File: src/rtl/riscv_ctrl_pkg.sv
// Shared types for the forwarding/hazard control slice: forward selects,
// branch condition codes and the in-flight pipeline slot record.
package riscv_ctrl_pkg;

  typedef enum logic [1:0] {
    FWD_REG = 2'b00,
    FWD_ALU = 2'b01,
    FWD_WB  = 2'b10
  } fwd_sel_e;

  localparam logic [2:0] F3_BEQ  = 3'b000;
  localparam logic [2:0] F3_BNE  = 3'b001;
  localparam logic [2:0] F3_BLT  = 3'b100;
  localparam logic [2:0] F3_BGE  = 3'b101;
  localparam logic [2:0] F3_BLTU = 3'b110;
  localparam logic [2:0] F3_BGEU = 3'b111;

  typedef struct packed {
    logic       valid;
    logic [4:0] rd;
    logic       we;
    logic       load;
    logic       branch;
    logic       jump;
    logic [2:0] funct3;
  } pipe_slot_t;

  // x0 is hardwired zero, so it never produces a hazard.
  function automatic logic slot_hit(pipe_slot_t s, logic use_src, logic [4:0] src);
    return s.valid & s.we & (s.rd != 5'd0) & use_src & (s.rd == src);
  endfunction

  // The youngest producer wins: EX before M.
  function automatic fwd_sel_e fwd_sel(pipe_slot_t ex, pipe_slot_t m,
                                       logic use_src, logic [4:0] src);
    if (slot_hit(ex, use_src, src))     return FWD_ALU;
    else if (slot_hit(m, use_src, src)) return FWD_WB;
    else                                return FWD_REG;
  endfunction

endpackage

File: src/rtl/branch_cond.sv
// Branch condition evaluation from the compare flags; purely combinational.
module branch_cond
  import riscv_ctrl_pkg::*;
(
  input  logic [2:0] funct3,
  input  logic       br_eq,
  input  logic       br_lt,
  output logic       taken
);

  always_comb begin
    taken = 1'b0;
    case (funct3)
      F3_BEQ:           taken = br_eq;
      F3_BNE:           taken = ~br_eq;
      F3_BLT, F3_BLTU:  taken = br_lt;
      F3_BGE, F3_BGEU:  taken = ~br_lt;
      default:          taken = 1'b0;
    endcase
  end

endmodule

File: src/rtl/fwd_hazard_ctrl.sv
// Forwarding / load-use / branch-redirect control for the stage ahead of the ALU.
// Optional HAZARD_PERF_CNT_EN adds stall and flush event counters.
module fwd_hazard_ctrl
  import riscv_ctrl_pkg::*;
(
  input  logic       clk,
  input  logic       rst,
  input  logic       iss_valid_i,
  output logic       iss_ready_o,
  input  logic [4:0] iss_rs1_i,
  input  logic [4:0] iss_rs2_i,
  input  logic       iss_use_rs1_i,
  input  logic       iss_use_rs2_i,
  input  logic [4:0] iss_rd_i,
  input  logic       iss_we_i,
  input  logic       iss_load_i,
  input  logic       iss_branch_i,
  input  logic       iss_jump_i,
  input  logic [2:0] iss_funct3_i,
  input  logic       iss_a_pc_i,
  input  logic       iss_b_imm_i,
  input  logic       BrEq_i,
  input  logic       BrLT_i,
  output logic [1:0] A1_sel_o,
  output logic [1:0] B1_sel_o,
  output logic       A2_sel_o,
  output logic       B2_sel_o,
  output logic       BrUn_o,
  output logic       ex_valid_o,
`ifdef HAZARD_PERF_CNT_EN
  output logic [31:0] stall_cnt_o,
  output logic [31:0] flush_cnt_o,
`endif
  output logic       redirect_o
);

  pipe_slot_t ex_q, m_q, iss_slot;
  fwd_sel_e   a1_sel_q, b1_sel_q;
  logic       a2_sel_q, b2_sel_q, br_un_q;
  logic       ex_taken, load_use, stall, accept;

  branch_cond u_branch_cond (
    .funct3 (ex_q.funct3),
    .br_eq  (BrEq_i),
    .br_lt  (BrLT_i),
    .taken  (ex_taken)
  );

  always_comb begin
    iss_slot        = '0;
    iss_slot.valid  = 1'b1;
    iss_slot.rd     = iss_rd_i;
    iss_slot.we     = iss_we_i;
    iss_slot.load   = iss_load_i;
    iss_slot.branch = iss_branch_i;
    iss_slot.jump   = iss_jump_i;
    iss_slot.funct3 = iss_funct3_i;
  end

  assign redirect_o  = ex_q.valid & (ex_q.jump | (ex_q.branch & ex_taken));
  assign load_use    = iss_valid_i & ex_q.load &
                       (slot_hit(ex_q, iss_use_rs1_i, iss_rs1_i) |
                        slot_hit(ex_q, iss_use_rs2_i, iss_rs2_i));
  // A redirect flushes the offered instruction anyway, so it overrides the stall.
  assign stall       = load_use & ~redirect_o;
  assign iss_ready_o = ~stall;
  assign accept      = iss_valid_i & ~stall & ~redirect_o;

  always_ff @(posedge clk or posedge rst) begin
    if (rst) begin
      ex_q     <= '0;
      m_q      <= '0;
      a1_sel_q <= FWD_REG;
      b1_sel_q <= FWD_REG;
      a2_sel_q <= 1'b0;
      b2_sel_q <= 1'b0;
      br_un_q  <= 1'b0;
    end else begin
      m_q <= ex_q;
      if (accept) begin
        ex_q     <= iss_slot;
        a1_sel_q <= fwd_sel(ex_q, m_q, iss_use_rs1_i, iss_rs1_i);
        b1_sel_q <= fwd_sel(ex_q, m_q, iss_use_rs2_i, iss_rs2_i);
        a2_sel_q <= iss_a_pc_i;
        b2_sel_q <= iss_b_imm_i;
        br_un_q  <= iss_funct3_i[1] & iss_branch_i;
      end else begin
        ex_q     <= '0;
        a1_sel_q <= FWD_REG;
        b1_sel_q <= FWD_REG;
        a2_sel_q <= 1'b0;
        b2_sel_q <= 1'b0;
        br_un_q  <= 1'b0;
      end
    end
  end

  assign A1_sel_o   = a1_sel_q;
  assign B1_sel_o   = b1_sel_q;
  assign A2_sel_o   = a2_sel_q;
  assign B2_sel_o   = b2_sel_q;
  assign BrUn_o     = br_un_q;
  assign ex_valid_o = ex_q.valid;

`ifdef HAZARD_PERF_CNT_EN
  always_ff @(posedge clk or posedge rst) begin
    if (rst) begin
      stall_cnt_o <= '0;
      flush_cnt_o <= '0;
    end else begin
      if (stall)      stall_cnt_o <= stall_cnt_o + 32'd1;
      if (redirect_o) flush_cnt_o <= flush_cnt_o + 32'd1;
    end
  end
`endif

endmodule

File: config.mk
export PLATFORM = sky130hd
export DESIGN_NAME = fwd_hazard_ctrl
export DESIGN_NICKNAME = d
export VERILOG_FILES = /design/src/rtl/riscv_ctrl_pkg.sv /design/src/rtl/branch_cond.sv /design/src/rtl/fwd_hazard_ctrl.sv
export SDC_FILE = /design/constraint.sdc
export NUM_CORES = 1
export LEC_CHECK = 0
export ABC_AREA = 1
export CORE_ASPECT_RATIO = 0.7
export CORE_UTILIZATION = 47
export CTS_CLUSTER_DIAMETER = 120
export DETAILED_ROUTE_END_ITERATION = 10
export PLACE_DENSITY_LB_ADDON = 0.25
export SLEW_MARGIN = 5
export SYNTH_ARGS = -nofsm -noshare
export SYNTH_HDL_FRONTEND = slang
export SYNTH_HIERARCHICAL = 1
export SYNTH_SLANG_ARGS = --single-unit
File: constraint.sdc
create_clock -name clk -period 1.9 [get_ports clk]
set_input_delay 0.38 -clock clk [delete_from_list [all_inputs] [get_ports clk]]
set_output_delay 0.38 -clock clk [all_outputs]
set_load 0.02 [all_outputs]
# Word-level counts from Yosys, hierarchy flattened
# Index checks and enable logic that the tools add are counted.
[classes]
eq_ne = 9
mux = 11
bitwise = 26
reduce_logical = 5
[op_table]
columns = ["op", "n"]
rows = [
  ["bitwise AND 1 bit", 20],
  ["== test 5 bit", 4],
  ["2-to-1 mux 13 bit", 1],
  ["== test 3 bit, second input constant", 4],
  ["2-to-1 mux 2 bit", 6],
  ["nonzero test 5 bit", 2],
  ["NOT 1 bit", 4],
  ["case mux 1 bit (4 select lines)", 1],
  ["OR reduction 2 bit", 2],
  ["== test 3 x 1 -> 1 bit, second input constant", 1],
  ["logical NOT 3 bit", 1],
  ["2-to-1 mux 1 bit", 3],
  ["bitwise OR 1 bit", 2],
]
[totals]
ff_bits = 27
input_bits = 31
output_inout_bits = 10

# Depth between registers and ports, before layout
# Gate-level depths: netlist (run 1).
[logic_depth]
depth_word = 12
ltp_mapped = 12

# Modules after synthesis
# Netlist (run 1), hierarchy kept.
[by_module_without_submodules]
columns = ["mod", "n_inst", "cells_each", "area_per_inst_um2", "seq_area_each_um2"]
rows = [
  ["fwd_hazard_ctrl", 1, 154, 1376.3, 675.6],
  ["branch_cond", 1, 11, 43.8, 0.0],
]

# Worst setup path before layout (run 1)
# OpenSTA, ideal clock, no wires.
[synth_timing]
path_kind = "register -> register"
start = "register ex_q[0] in the netlist's numbering"
end = "register ex_q[0] in the netlist's numbering"
setup_ps = 115
arrival_time_ps = 1432
path_slack_ps = 353
stages_incl_launch_ff = 13
path_buffers = 1
synth_period_minus_slack_ps = 1547
path_cell_list = "dfrtp_1 > inv_1 > nand2_1 > nand3_1 > nand2_1 > a21o_1 > nand2_1 > nand2_1 > nor2_8 > nand2_4 > nand2_8 > buf_12 > nor2_4"
[synth_between]
elab_chain_len = 12
elab_cells_between_ends = 18
cone_classes = "eq/ne: 5; mux: 2; bitwise: 8; reduce/logical: 3"
[synth_rtl]
columns = ["element", "line_no", "text"]
rows = [
  ["start: declaration", "fwd_hazard_ctrl.sv:37", "pipe_slot_t ex_q, m_q, iss_slot;"],
  ["start signal: assignment", "fwd_hazard_ctrl.sv:81", "ex_q <= iss_slot;"],
  ["== test 3 bit", "branch_cond.sv:13", "case (funct3)"],
  ["OR reduction 2 bit", "branch_cond.sv:13", ""],
  ["case mux 1 bit (4 select lines) *", "branch_cond.sv:13", ""],
  ["via ex_taken", "fwd_hazard_ctrl.sv:40", "logic ex_taken, load_use, stall, accept;"],
  ["bitwise AND 1 bit *", "fwd_hazard_ctrl.sv:60", "assign redirect_o = ex_q.valid & (ex_q.jump | (ex_q.branch & ex_taken));"],
  ["bitwise OR 1 bit *", "fwd_hazard_ctrl.sv:60", ""],
  ["bitwise AND 1 bit *", "fwd_hazard_ctrl.sv:60", ""],
  ["NOT 1 bit *", "fwd_hazard_ctrl.sv:65", "assign stall = load_use & ~redirect_o;"],
  ["bitwise AND 1 bit *", "fwd_hazard_ctrl.sv:65", ""],
  ["NOT 1 bit *", "n/a", ""],
  ["via iss_ready_o", "fwd_hazard_ctrl.sv:9", "output logic iss_ready_o,"],
  ["bitwise AND 1 bit * (2 in series)", "fwd_hazard_ctrl.sv:67", "assign accept = iss_valid_i & ~stall & ~redirect_o;"],
  ["2-to-1 mux 13 bit *", "fwd_hazard_ctrl.sv:80", "if (accept) begin"],
]
# The timed path passes the listed nets; every way through them passes the cells marked *.

# Worst setup path in the final report (run 1)
[layout_timing]
start = "input iss_rs2_i[1]"
end = "output iss_ready_o"
[layout_between]
elab_chain_len = 6
[layout_rtl]
columns = ["element", "line_no", "text"]
rows = [
  ["start: declaration", "fwd_hazard_ctrl.sv:11", "input logic [4:0] iss_rs2_i,"],
  ["== test 5 bit", "riscv_ctrl_pkg.sv:30", "return s.valid & s.we & (s.rd != 5'd0) & use_src & (s.rd == src);"],
  ["bitwise AND 1 bit", "riscv_ctrl_pkg.sv:30", ""],
  ["bitwise OR 1 bit", "fwd_hazard_ctrl.sv:62", "(slot_hit(ex_q, iss_use_rs1_i, iss_rs1_i) |"],
  ["bitwise AND 1 bit", "fwd_hazard_ctrl.sv:61", "assign load_use = iss_valid_i & ex_q.load &"],
  ["bitwise AND 1 bit", "fwd_hazard_ctrl.sv:65", ""],
  ["NOT 1 bit", "fwd_hazard_ctrl.sv:66", "assign iss_ready_o = ~stall;"],
  ["end: declaration", "fwd_hazard_ctrl.sv:9", ""],
]
# No other way between the ends.

==> results.md, run 1 <==
- The clock tree root driver cell is sky130_fd_sc_hd__clkbuf_8.
- Dividing the detail-routed via count by the number of cells gives between 4 and 5.
- From synthesis to final layout, the design area changed by 43.2%.
- Counting flops and latches in the post-synthesis netlist gives 27.
- The share of synthesized area in the top cell type comes to 47.6%.
- The layout cell share with drive strength beyond 1 is 23.3%.
- The post-CTS clock slew at the launch and capture registers of the worst setup and hold paths is 0.09 ns.
- The netlist uses 24 different library cells.
- The library cell contributing the largest single delay on the critical path is sky130_fd_sc_hd__clkdlybuf4s50_1.
- STA classifies the critical path endpoint as a primary output.
- The die width is just under 70 um.
- Once detail routing completed, the nets flagged for antenna violations numbered 0.
- The global-route wire length before repair is roughly 4600 um.
- The count of hold-fix buffers inserted at cts is 0.
- The first-pass detailed-route iteration total is 4.
- CTS saw 27 sinks.
- The endpoint arrival time on the critical path is 1.52 ns.
- The worst hold path belongs to the class flip-flop to flip-flop.
- The final worst hold slack is just under 0.4 ns.
- The number of cells produced by synthesis is around 170.
- Counting tap cells, the placed design contains a total of 251 instances.
- The accumulated negative setup slack is -0.00244 ns.
- In this run the deepest clock path goes through 2 buffers.
- The H-tree depth reported by CTS is 1.
- At the pin with the least slew margin, the transition time is roughly 0.33 ns.
- The number of global-route vias before repair is 1092.
- The clock insertion delay at the later pin of the skew report is around 0.27 ns.
- In the final routed layout, each cell accounts on average for ~11 um.
- The setup skew after layout is about 0.0031 ns.
- The total number of nets in the final design is 259.
- The xor-xnor portion of the synthesized cell area is about 4.9%.
- Derived from the worst setup path, the maximum achievable clock frequency is between 500 and 600 MHz.
- The total track usage is approximately a fifth.
- Setup repair after global routing could not meet its margin everywhere.
- The total overflow left after global routing is 0.
- For flop-to-flop paths, the worst setup slack is 0.11 ns.
- Counting the buffers created by CTS gives 3.
- Entering global routing, the biggest net connects 28 pins.
- Of all cell types, the one taking the most synthesized area is sky130_fd_sc_hd__dfrtp_1.
- After detailed routing, the number of remaining DRC violations is 0.
- The summed area of non-filler cells in the final layout is around 2000 um2.
- Setup violations remaining at the end of the flow were counted as 1.
- The total power is 1210 uW.
- In this run the core area contains 16 standard-cell rows.
- The number of DRC markers in iteration 0 is 37.
- The repair_antennas step left the layout with diodes totalling 0.
- At the worst endpoint, the required time is approximately 1.5 ns.
- The multiplexer share of the synthesized area is 0%.
- The run finished, with violations left.
- The final cell count without fillers is roughly 260.
- The complex-gate fraction of the synthesized area is about 4.0%.
- The floorplan step set the die height to ~48 um.
- The synthesized netlist occupies a cell area of around 1400 um2.
- The ratio of final minimum period to clock period is 100%.
- Once the floorplan was initialized, standard cells occupied between 40% and 50% of the core.
- In this run the count of I/O pins placed on the die edge is 41.
- The count of final max-slew check failures is 0.
- IR analysis of the VDD net gives a maximum drop of between 0.6 and 0.7 mV.
- Once routing completed, OpenROAD measured the worst setup slack at -0.00244 ns.
- Of the total synthesized cell area, the portion taken by AND, OR, NAND and NOR gates is between 30% and 40%.
- The instance area at placement is around 1900 um2.
- At the end of routability-driven placement, the weighted congestion stood at approximately 0.84.
- The worst slew margin relative to its limit is 77.7%.
- The area enclosed by the die boundary is about 3200 um2.
- The delay of the slowest critical-path stage is around 0.52 ns.
- The sequential element share of the synthesized area is 47.6%.
- The combinational family with the most area after synthesis is simple AND/OR/NAND/NOR gates.
- The total nets after synthesis is about 200.
- The count of buffer and inverter cells on the critical path is 2.
- The final period demand of the worst path is 1.90 ns.
- By area the synthesized netlist is led by sky130_fd_sc_hd__dfrtp_1 48%, sky130_fd_sc_hd__inv_1 9.5%, sky130_fd_sc_hd__nand2_1 8.7%.
- During synthesis, Yosys emitted a total of 6 warnings.
- The core area is ~2800 um2.
- The aggregate routed wire length is about 3000 um.
- TritonCTS built the clock tree.
- The signal on the critical path passes through clkdlybuf4s50_1 -> o21ai_1 -> nor2_1 -> nand3_2 -> nand2_2 -> nand2_4 -> buf_6.
- The highest net fanout along the worst path is 3.
- The number of antenna violations at the first check in global routing is 0.
- The total power per unit cell area is 593 nW/um2.
- The cell family contributing the most delay on the critical path is buffers and inverters.
- The worst setup path is of the input port to primary output kind.
- The number of endpoints with negative hold slack in the final report is 0.
- The total number of vias is between 1000 and 1500.
- The port buffer count is 40.
- Summing the areas of all fa, ha and maj instances in the mapped netlist gives 0% of the synthesized area.
- The checks that failed: negative setup slack.
- Across the run, the number of max-cap violations was 0.
- The static leakage power is 0.00109 uW.
- The synthesized area divided by synthesized cell count is approximately 8.6 um2.
- The post-detailed-placement half-perimeter wirelength is ~2300 um.
- The worst setup path is launched from an input port.
-- state kept, by name, summed over array words and instances, names as in the netlist --
| signal | flops |
|---|---|
| A2_sel_o | 1 |
| A1_sel_o | 2 |
| B1_sel_o | 2 |
| ex_q | 12 |
| BrUn_o | 1 |
| m_q | 7 |
| ex_valid_o | 1 |
| B2_sel_o | 1 |
-- stage by stage --
| stage | setup WS (ns) | utilization, % |
|---|---|---|
| after CTS | 0.00470 | 71.5 |
| after detailed placement | -0.611 | 67.8 |
| final | -0.00244 | 71.5 |
| after global placement | -0.587 | 67.8 |
| after global routing | -0.0722 | 71.5 |
| after floorplan | 0.353 | - |
-- layout by cell type (no fill, tap or decap), drive strengths merged, types with 2 or more instances in the layout --
cell type	instances
dfrtp	27
nand4	2
clkdlybuf4s50	27
nand2	36
a21oi	6
nand3	10
inv	40
xnor2	2
buf	21
o21ai	3
dlygate4sd2	11
clkbuf	3
xor2	6
nor2	29
-- repair_timing --
item,4_1_cts,5_1_grt
endpoints found under the setup margin,2,2
resized for setup,26,0
buffers inserted,8,0
pin swaps,6,1
hold endpoints to repair,0,0
-- layout make-up --
type                       count  area, um2
clock buffer                   3       41.3
clock inverter                 1       7.51
fill                         224        810
inverter                      40        150
multi-input combinational     97        588
sequential                    27        676
tap                           36       45.0
timing repair buffer          59        526
-- logic make-up (layout without fill, tap and decap cells) --
| group | after synthesis | count (layout) |
|---|---|---|
| and+or+nand+nor | 79 | 79 |
| buffers and inverters | 41 | 103 |
| DFF | 27 | 27 |
| AOI/OAI and AO/OA | 10 | 10 |
| xor gates and xnor gates | 8 | 8 |
-- Yosys cell counts, drive strengths merged --
master / number
a21o: 1
a21oi: 6
buf: 1
dfrtp: 27
inv: 40
nand2: 36
nand3: 10
nand4: 2
nor2: 29
nor3: 1
o21ai: 3
or2: 1
xnor2: 2
xor2: 6
-- power breakdown --
part | switching (uW) | leakage [uW] | internal, uW
Sequential | 22.7 | 0.000354 | 604
Combinational | 131 | 0.000719 | 120
Clock | 178 | 0.0000217 | 149
-- final timing paths --
kind,from,endpoint,cells past startpoint
worst max-delay path,iss_rs2_i[1],iss_ready_o,7
worst min-delay path,ex_q[6]$_DFF_PP0_,m_q[6]$_DFF_PP0_,0
worst max register to register,ex_q[10]$_DFF_PP0_,A1_sel_o[1]$_DFF_PP0_,12
worst min register to register,ex_q[6]$_DFF_PP0_,m_q[6]$_DFF_PP0_,0
max in group asynchronous,rst,m_q[12]$_DFF_PP0_,3
min in group asynchronous,rst,A1_sel_o[0]$_DFF_PP0_,3
-- per-layer routing --
metal | vias up | global-route usage, % | share of wire, %
met5 | - | 0 | 0
met4 | 0 | 7.66 | 1.9
met3 | 6 | 5.24 | 5.5
met2 | 37 | 35.2 | 49
met1 | 545 | 24.1 | 44
li1 | 607 | - | -
No activity file was read; power rests on OpenSTA's default activity.
==> run 2, diff against run 1 <==
PLACE_DENSITY = 0.81   (was unset)
PLACE_DENSITY_LB_ADDON = unset   (was 0.25)
==> run 2 against run 1 <==
  * The run still ends with negative setup slack left
  * Clock skew shrank 0.00075 ns
  * Global-route usage grew 0.43 points
  * Sequential share of layout area shrank 0.74 points
  * Non-clock buffer count shrank 3
  * Critical path type unchanged
  * Largest cell class unchanged
  * Highest routed layer unchanged
==> results.md, run 2 (same netlist as run 1, synthesis figures left out) <==
- The flow ran to the end, but the final reports show violations.
- The die width came to 67.7 um (unchanged).
- The post-detailed-placement half-perimeter wirelength was 2390 um (+5.7%).
- The post-CTS clock slew at the launch and capture registers of the worst setup and hold paths is 0.09 ns (about the same).
- The aggregate routed wire length came to 3110 um (+3.0%).
- The total track usage was 20.5% (+0.43 points).
- The port buffer count came to 40 (unchanged).
- The total instance count after detailed placement is 252 (+0.40%).
- The clock insertion delay at the later pin of the skew report is 0.27 ns (about the same).
- TritonCTS built the clock tree.
- The kind of end point of the critical path is a primary output.
- The routed wire length per instance came to 11.9 um (+3.8%).
- The count of final max-slew check failures came to 0 (unchanged).
- The count of fill cells added during filler insertion came to 207 (-7.6%).
- The worst slew margin relative to its limit was 78.5% (+0.81 points).
- The number of clock sinks came to 27 (unchanged).
- The global-route wire length before repair is 4700 um (+2.9%).
- The number of endpoints with negative hold slack in the final report is 0 (unchanged).
- The pin count of the biggest net entering global routing is 26 (-7.1%).
- Ranked by flip-flop count, first place goes to ex_q.
- The first-pass detailed-route iteration total is 4 (unchanged).
- The total number of vias was 1178 (-1.4%).
- The multi-input combinational cell area is 631 um2 (+7.2%).
- The least setup slack across all paths after layout came to -0.0528 ns (-0.0504 ns).
- The H-tree depth reported by CTS was 1 (unchanged).
- The upper clock frequency limit came to 512 MHz (-2.6%).
- The area enclosed by the die boundary is 3250 um2 (unchanged).
- The worst IR drop on VDD is 0.560 mV (-19%).
- The number of setup violations in the final report is 1 (unchanged).
- The cell row count is 16 (unchanged).
- The count of antenna diodes in the layout is 0 (unchanged).
- The initial cell density of the core came to 50.0% (unchanged).
- The core area is 2840 um2 (unchanged).
- The final period demand of the worst path is 1.95 ns (+0.0504 ns).
- The endpoint arrival time on the critical path is 1.57 ns (+0.05 ns).
- The required time at the worst-slack endpoint is 1.52 ns (about the same).
- The final cell count without fillers is 261 (-0.76%).
- The per-cell via count in the routed design is 4.51 (-0.67%).
- The count of hold-fix buffers inserted at cts is 0 (unchanged).
- The tightest min-delay check is of the input port to asynchronous set/reset pin type.
- The number of placed I/O pins is 41 (unchanged).
- The number of global-route vias before repair is 1134 (+3.8%).
- The number of antenna violations at the first check in global routing is 0 (unchanged).
- The residual overflow from global routing is 0 (unchanged).
- The checks that failed: negative setup slack.
- The global placer's final weighted congestion was 0.865 (+2.4%).
- Setup repair after global routing could not meet its margin everywhere.
- The number of flip-flops in the largest register was 12 (unchanged).
- The height of the die was 48.0 um (unchanged).
- The clock tree root driver cell is sky130_fd_sc_hd__clkbuf_8.
- Compared with the post-synthesis result, the final layout area differs by 46.4%.
- The critical path is of the input port to primary output type.
- The setup skew after layout is 0.00232 ns (-0.000755 ns).
- The category of the worst setup path launch point is an input port.
- The number of cells on the worst reg-to-reg path is 13 (+1).
- The ratio of final minimum period to clock period is 103% (+2.7 points).
- The number of clock buffers inserted by TritonCTS was 3 (unchanged).
- The final antenna-violating net count is 0 (unchanged).
- The layout cell share with drive strength beyond 1 is 26.2% (+2.9 points).
- The deepest clock path buffer count came to 2 (unchanged).
- The actual transition at the worst max-transition pin came to 0.323 ns (-0.0122 ns).
- The static leakage power is 0.00111 uW (+1.1%).
- The final worst hold slack came to 0.264 ns (-0.121 ns).
- The total power per unit cell area is 592 nW/um2 (-0.21%).
- The number of DRC markers in iteration 0 is 73 (+97%).
- The sequential cell area is 676 um2 (unchanged).
- The total number of nets in the final design is 257 (-0.77%).
- Leaving out fill and tap cells, the most frequent cells in the layout are 33 x sky130_fd_sc_hd__inv_1, 33 x sky130_fd_sc_hd__clkdlybuf4s50_1, 29 x sky130_fd_sc_hd__nand2_1.
- The highest net fanout along the worst path is 4 (+1).
- The largest registers in the layout are ex_q (12), m_q (7).
- The number of design rule violations left after detail routing came to 0 (unchanged).
- The number of violations of the max-capacitance limit is 0 (unchanged).
run 2: final cells by class:
cell class	count	share of cell area [%]
repair buffers	56	25.4
multi-input cells	98	30.3
flip-flops and latches	27	32.5
clock buffers	3	1.99
clock inverters	1	0.241
inverters	40	7.40
well taps	36	2.17
run 2: final timing paths:
| path | start | endpoint | slack [ns] |
|---|---|---|---|
| max | iss_rs1_i[1] | iss_ready_o | -0.05 |
| min | rst | BrUn_o$_DFF_PP0_ | 0.26 |
| max reg2reg | ex_q[0]$_DFF_PP0_ | ex_q[4]$_DFF_PP0_ | 0.15 |
| min reg2reg | ex_q[6]$_DFF_PP0_ | m_q[6]$_DFF_PP0_ | 0.41 |
| max in group asynchronous | rst | ex_q[5]$_DFF_PP0_ | 1.12 |
| min in group clk | ex_q[6]$_DFF_PP0_ | m_q[6]$_DFF_PP0_ | 0.41 |
run 2: stage by stage:
stage               instance area, um2  setup slack, ns  utilization [%]  setup TNS [ns]  power, uW
finish                            2080          -0.0528             73.2         -0.0528       1230
global placement                  1940           -0.595             68.1           -4.43        890
global route                      2080           -0.128             73.2          -0.161       1290
detailed placement                1940           -0.658             68.1           -5.42        898
CTS                               2010           -0.102             70.7          -0.157       1230
floorplan                         1420            0.353                -               0        776
run 2: metal layers:
metal	track usage [%]	share of wire (%)	vias up	wire length [um]
met3	4.29	5.3	2	166
met2	39.4	49	38	1520
met1	24.1	45	532	1410
met4	3.83	0.55	0	17
li1	-	-	606	-
met5	0	0	-	0
run 2: repair_timing:
item                       4_1_cts  5_1_grt
buffers inserted                 3        2
cloned                           0        1
pin swaps                        6        9
setup endpoints to repair        2       21
gates resized for setup         18       14
run 2: power breakdown:
part	switching (uW)	internal (uW)	leakage, uW	total, uW
combinational	140	138	0.000727	279
clock	175	147	0.0000255	322
sequential	25.5	604	0.000354	629
total	341	889	0.00111	1230
run 2: worst max-delay path: stages:
cell	delay, ns
sky130_fd_sc_hd__clkdlybuf4s50_1	0.52
sky130_fd_sc_hd__inv_1	0.06
sky130_fd_sc_hd__nand2_1	0.07
sky130_fd_sc_hd__nand3_2	0.07
sky130_fd_sc_hd__nor2_2	0.12
sky130_fd_sc_hd__nand3_2	0.08
sky130_fd_sc_hd__nand2_2	0.10
sky130_fd_sc_hd__nand2_4	0.05
sky130_fd_sc_hd__buf_6	0.12
